<file path="config.mk">
export PLATFORM = sky130hd
export DESIGN_NAME = carrier_offset_rotator
export DESIGN_NICKNAME = d
export VERILOG_FILES = /design/src/rtl/carrier_offset_rotator.sv
export SDC_FILE = /design/constraint.sdc
export NUM_CORES = 1
export LEC_CHECK = 0
export BUFFER_PORTS_ARGS = -buffer_cell sky130_fd_sc_hd__buf_4
export CAP_MARGIN = 20
export CORE_AREA = 2 2 135 137
export DETAILED_ROUTE_END_ITERATION = 8
export DIE_AREA = 0 0 137 139
export GPL_TIMING_DRIVEN = 1
export PLACE_DENSITY = 0.64
export SYNTH_ARGS = -nofsm -noshare
export SYNTH_HDL_FRONTEND = slang
export SYNTH_SLANG_ARGS = --single-unit
</file>
<file path="constraint.sdc">
create_clock -name clk -period 7.9 [get_ports clk]
set_input_delay 0.395 -clock clk [delete_from_list [all_inputs] [get_ports clk]]
set_output_delay 0.395 -clock clk [all_outputs]
set_load 0.05 [all_outputs]
</file>
<file path="src/rtl/carrier_offset_rotator.sv">
// rtl/carrier_offset_rotator.sv - carrier-offset de-rotation of a 2-bit I/Q stream
//
// Purpose: rotates each accepted I/Q sample by theta[n] = n*PHASE_INC, where n
// counts accepted samples since reset. The phase accumulator drives a 64-point
// quarter-wave sine table (12-bit signed coefficients). There is one register stage.
//
// Ports:
//   clk   in   1   system clock, rising edge
//   rst   in   1   asynchronous active-high reset (clears phase and outputs)
//   en    in   1   sample valid; advances phase and updates outputs
//   I     in   2   in-phase sample, two's complement (-2..+1)
//   Q     in   2   quadrature sample, two's complement (-2..+1)
//   I_ro  out  14  I*cos + Q*sin, two's complement
//   Q_ro  out  14  Q*cos - I*sin, two's complement

module carrier_offset_rotator #(
  parameter int          PHASE_W   = 16,
  parameter int unsigned PHASE_INC = 64
) (
  input  logic        clk,
  input  logic        rst,
  input  logic        en,
  input  logic [1:0]  I,
  input  logic [1:0]  Q,
  output logic [13:0] I_ro,
  output logic [13:0] Q_ro
);

  localparam logic [PHASE_W-1:0] INC = PHASE_W'(PHASE_INC);

  logic [PHASE_W-1:0] phase;
  logic [5:0]         k;
  logic [1:0]         quad;
  logic [3:0]         r;
  logic [11:0]        s_r;
  logic [11:0]        s_c;
  logic signed [11:0] sin_c;
  logic signed [11:0] cos_c;
  logic signed [13:0] i_ext;
  logic signed [13:0] q_ext;
  logic signed [13:0] sin_ext;
  logic signed [13:0] cos_ext;
  logic signed [13:0] i_next;
  logic signed [13:0] q_next;

  // Quarter-wave table: round(2047*sin(2*pi*j/64)), j = 0..16.
  function automatic logic [11:0] s_lut(input logic [4:0] j);
    case (j)
      5'd0:    s_lut = 12'd0;
      5'd1:    s_lut = 12'd201;
      5'd2:    s_lut = 12'd399;
      5'd3:    s_lut = 12'd594;
      5'd4:    s_lut = 12'd783;
      5'd5:    s_lut = 12'd965;
      5'd6:    s_lut = 12'd1137;
      5'd7:    s_lut = 12'd1299;
      5'd8:    s_lut = 12'd1447;
      5'd9:    s_lut = 12'd1582;
      5'd10:   s_lut = 12'd1702;
      5'd11:   s_lut = 12'd1805;
      5'd12:   s_lut = 12'd1891;
      5'd13:   s_lut = 12'd1959;
      5'd14:   s_lut = 12'd2008;
      5'd15:   s_lut = 12'd2037;
      default: s_lut = 12'd2047;
    endcase
  endfunction

  assign k    = phase[PHASE_W-1 -: 6];
  assign quad = k[5:4];
  assign r    = k[3:0];

  // s_r is sin of the in-quadrant offset; s_c is its complement (cos).
  // Because r <= 15, index 16-r never goes below 1.
  assign s_r = s_lut({1'b0, r});
  assign s_c = s_lut(5'd16 - {1'b0, r});

  always_comb begin
    sin_c = 12'sd0;
    cos_c = 12'sd0;
    case (quad)
      2'd0: begin
        sin_c = $signed(s_r);
        cos_c = $signed(s_c);
      end
      2'd1: begin
        sin_c = $signed(s_c);
        cos_c = -$signed(s_r);
      end
      2'd2: begin
        sin_c = -$signed(s_r);
        cos_c = -$signed(s_c);
      end
      default: begin
        sin_c = -$signed(s_c);
        cos_c = $signed(s_r);
      end
    endcase
  end

  // Every operand is widened to the 14-bit result width. Each product is at
  // most 2*2047 and each sum at most 8188 in magnitude, so no bits are lost.
  assign i_ext   = {{12{I[1]}}, I};
  assign q_ext   = {{12{Q[1]}}, Q};
  assign sin_ext = {{2{sin_c[11]}}, sin_c};
  assign cos_ext = {{2{cos_c[11]}}, cos_c};

  assign i_next = i_ext * cos_ext + q_ext * sin_ext;
  assign q_next = q_ext * cos_ext - i_ext * sin_ext;

  always_ff @(posedge clk or posedge rst) begin
    if (rst) begin
      phase <= '0;
      I_ro  <= '0;
      Q_ro  <= '0;
    end else if (en) begin
      phase <= phase + INC;
      I_ro  <= i_next;
      Q_ro  <= q_next;
    end
  end

endmodule

</file>
; Yosys cells after proc, flatten, opt, wreduce, memory -nomap -nowiden
; Memory sizes are Yosys's and may differ from the RTL's.
; Index checks and enable logic that the tools add are counted.
[word_totals]
register_bits = 44
romBits = 352
in_bits = 7
wordCells = 21
n_memories = 2
[mem_list]
columns = name, words, word_bits, rd, rd_clocked_by_memory_dff, write_ports, line_no
row1 = (name not given), 16, 11, 1, 0, 0, 48  ; case (j)
row2 = (name not given), 16, 11, 1, 0, 0, 48
[op_classes]
n_addsub = 6
multipliers = 4
eq_ne = 2
mux = 3
n_reduce_logical = 1
[ops]
columns = op, n
row1 = $pmux W12 S3, 2
row2 = $mul A2 B12 Y14, 4
row3 = $neg A12 Y12, 2
row4 = $add A16 B7 Y16 const B, 1
row5 = $add A14 B14 Y14, 1
row6 = $sub A14 B14 Y14, 1
row7 = $mux W12, 1
row8 = $sub A5 B4 Y5 const A, 1
row9 = $eq A2 B1 Y1 const B, 1
row10 = $eq A2 B2 Y1 const B, 1
row11 = $logic_not A2 Y1, 1

; Logic depth before layout (Yosys ltp)
; An unclocked memory read counts as a cell.
[logic_depth]
depth_word = 7
ltp_mapped = 32
depth_no_buf = 28

; Worst setup path before layout
; No wires, ideal clock.
[synth_path]
path_type = reg-to-reg
startpoint = reg phase[11]
endpoint = reg Q_ro[13]
setup_ns = 0.077
t_arrival_ns = 6.413
setup_slack_ns = 1.409
stages_incl_launch_ff = 30
synth_period_minus_slack_ns = 6.491
cell_sequence = dfrtp_1 clkbuf_1 buf_2 inv_1 ha_1 buf_4 clkbuf_1 xor2_1 mux2i_1 and2_1 nor2_1 ha_1 nand2b_1 o31ai_1 o21ai_0 nand2_1 fa_1 ha_1 fa_1 inv_1 ha_1 fa_1 a211oi_1 o21bai_1 o31a_1 a22oi_1 a21oi_1 xor2_1 xnor3_1 a21oi_1
[synth_via]
elab_chain_cells = 7
word_cells_on_any_way = 11
classes_between = add/sub (4) / mul (2) / mux (3) / memory (2)
[synth_lines]
columns = item, line_no
row1 = "start, declared", 31  ; logic [PHASE_W-1:0] phase;
row2 = "start signal, assigned", 117  ; phase <= phase + INC;
row3 = $sub A5 B4 Y5, 76  ; assign s_c = s_lut(5'd16 - {1'b0, r});
row4 = $mem_v2 Z16 W11, n/a
row5 = $mux W12, 48
row6 = $neg A12 Y12, "92, 95"
row7 = $pmux W12 S3, 81  ; case (quad)
row8 = $mul A2 B12 Y14, 109  ; assign q_next = q_ext * cos_ext - i_ext * sin_ext;
row9 = $sub A14 B14 Y14 (*), 109
row10 = "end signal, assigned", 119  ; Q_ro <= q_next;
row11 = "end, declared", 26  ; output logic [13:0] Q_ro
; Every way passes the cells marked *; elsewhere a longest branch is shown, timed or not.
; A chain may end at the register's enable or synchronous reset.

; Final worst setup path
; Same ends and word-level chain as after synthesis.

==> metrics.csv <==
stage;metric;value;unit
cells_and_area;layout-drive-gt1-share;12.7;%
setup_path;max_stage_delay;750;ps
global_route;first_global_vias;5322;
timing;setup_viol;0;
clock_network;post_cts.repair.setup_buffers;0;
yosys;synth_cell_type_count;79;
yosys;syn-instance-count;811;
timing;finalMaxSlewViolations;0;
run_status;status;completed;
cells_and_area;syn_to_final_growth;9.27;%
yosys;avgSynthCellArea;8.26;sq um
global_route;grt_pass1_wl;26.6;mm
placement;port_buffers;34;
clock_network;cts_tree;done;
setup_path;path_buf_inv;2;
floorplanning;fp.dieH;139;microns
floorplanning;coreArea;17700;sq um
setup_path;cp-startpoint;phase[11];
worst_hold_path;min_path_type;in2async;
detailed_routing;detailroute.via_count;5510;
setup_path;cpLargestDelayFamily;adder cells;
cells_and_area;mostFrequentLayoutCells;inv_1, nor2_1, ha_1, nand2_1, fa_1;
timing;tns;0;ps
detailed_routing;route.final.wire_length;15.5;mm
run;cap_violations;0;
timing;tightest_slew;736;ps
setup_path;endpoint_kind;flop;
detailed_routing;drc_errors;0;
floorplanning;io_pins;35;
floorplanning;die-area;19000;sq um
detailed_routing;viasPerCell;5.26;
yosys;netlist_area;6700;sq um
clock_network;root_buffer;clkbuf_16;
cells_and_area;layout.nets;948;
detailed_routing;routedWlPerCell;14.8;microns
timing;max_freq;142;MHz
yosys;syn_nets;941;
setup_path;crit_fanout;21;
yosys;synth_top_flop_cell;dfrtp_1;
clock_network;cts-resized-gates;0;
placement;gp_congestion;0.934;
global_route;grt_max_degree;45;
placement;hpwl;12.5;mm
timing;period_minus_slack;7020;ps
timing;hold_violations;0;
yosys;synthArstFlopShare;100;%
global_route;overflow;0;
detailed_routing;postRouteAntennaNets;0;
detailed_routing;firstDrtPassIters;6;
cells_and_area;diodes;0;
setup_path;cp.required;8130;ps
floorplanning;initial_utilization;37.9;%
global_route;grt_util_all_layers;17.3;%
setup_path;slowest_stage;dfrtp_1;
floorplanning;rows;49;
setup_path;worstSetupPathType;reg2reg;
timing;fin_crit_sh;88.8;%
clock_network;clk_pin_slew;60;ps
clock_network;cts_sinks;38;
timing;skew;3.30;ps
timing;rsz0062_at_grt;no;
setup_path;arrival;7240;ps
detailed_routing;drtIter0Drc;372;
setup_path;r2r-start;phase[11];
yosys;synth_edf_count;0;
cells_and_area;layout_commonest_cell;inv_1;
clock_network;postCtsHoldBufs;0;
clock_network;clockBufferDepth;2;
yosys;ys_warn_count;0;
yosys;ys_seq_area_share;14.2;%
setup_path;start_kind;flop;
global_route;antenna_found_initial;0;
yosys;ys_ff_latch;38;
floorplanning;die_w;137;microns
clock_network;htree_levels;2;
clock_network;cts_made_buffers;5;
clock_network;clk_latency;300;ps
timing;slew_headroom;50.4;%
layer usage:
layer	vias to the layer above	routed length, microns	GRT usage, %
met3	18	968	3.91
met4	0	278	4.34
met5	-	0	0
li1	2731	-	-
met2	156	6730	25.7
met1	2605	7550	25.2
path summary, 6_finish.rpt:
check	to	slack, ps	depth (start not counted)
setup / recovery	Q_ro[13]	880	25
hold / removal	I_ro[4]	220	3
setup reg to reg	Q_ro[13]	880	25
hold reg to reg	phase[9]	480	1
max in group asynchronous	Q_ro[6]	7340	3
min in group clk	phase[9]	480	1
Yosys cell counts (11+ instances only):
| master | number | area, sq um |
|---|---|---|
| o21ai_0 | 34 | 170 |
| a21oi_1 | 39 | 195 |
| nor2_1 | 89 | 334 |
| fa_1 | 49 | 981 |
| nand2_1 | 51 | 191 |
| ha_1 | 74 | 926 |
| xnor2_1 | 37 | 324 |
| nor3_1 | 11 | 55.1 |
| dfrtp_1 | 38 | 951 |
| and2_1 | 30 | 188 |
| nand2b_1 | 17 | 106 |
| mux2i_1 | 15 | 150 |
| inv_1 | 112 | 420 |
| clkbuf_1 | 27 | 101 |
| mux2_2 | 25 | 282 |
logic make-up after synthesis:
group	synth area share [%]
AOI/OAI and AO/OA	15.8
xor gates and xnor gates	6.35
adders and majority gates	28.6
buffers and inverters	9.21
DFF	14.2
muxes	7.68
and+or+nand+nor	18.2
worst min-delay path, delay by kind of cell:
kind,cells,cell delay (ps)
buffers and inverters,3,570
stage by stage:
step	utilization, %	worst slack [ps]	std cells	instance area (sq um)	hold slack, ps
after floorplan	-	1410	811	6700	439
after global placement	40.3	920	1040	7120	454
after detailed placement	40.3	772	1040	7120	462
after CTS	41.4	723	1048	7310	242
after global routing	41.4	166	1048	7320	294
final	41.4	882	1048	7320	216
final cells by class:
type	instances	area, sq um
fillers	1820	10300
clock inverters	3	68.8
inverters	113	424
clock buffers	5	125
flip-flops and latches	38	951
multi-input cells	616	5130
repair buffers	44	330
well taps	229	287
flip-flops by register name, summed over array words and instances (netlist names):
register,flops
Q_ro,14
I_ro,14
phase,10
Power is not shown: default switching activity piles up to over one toggle a cycle in this logic, so the estimate is an artifact.
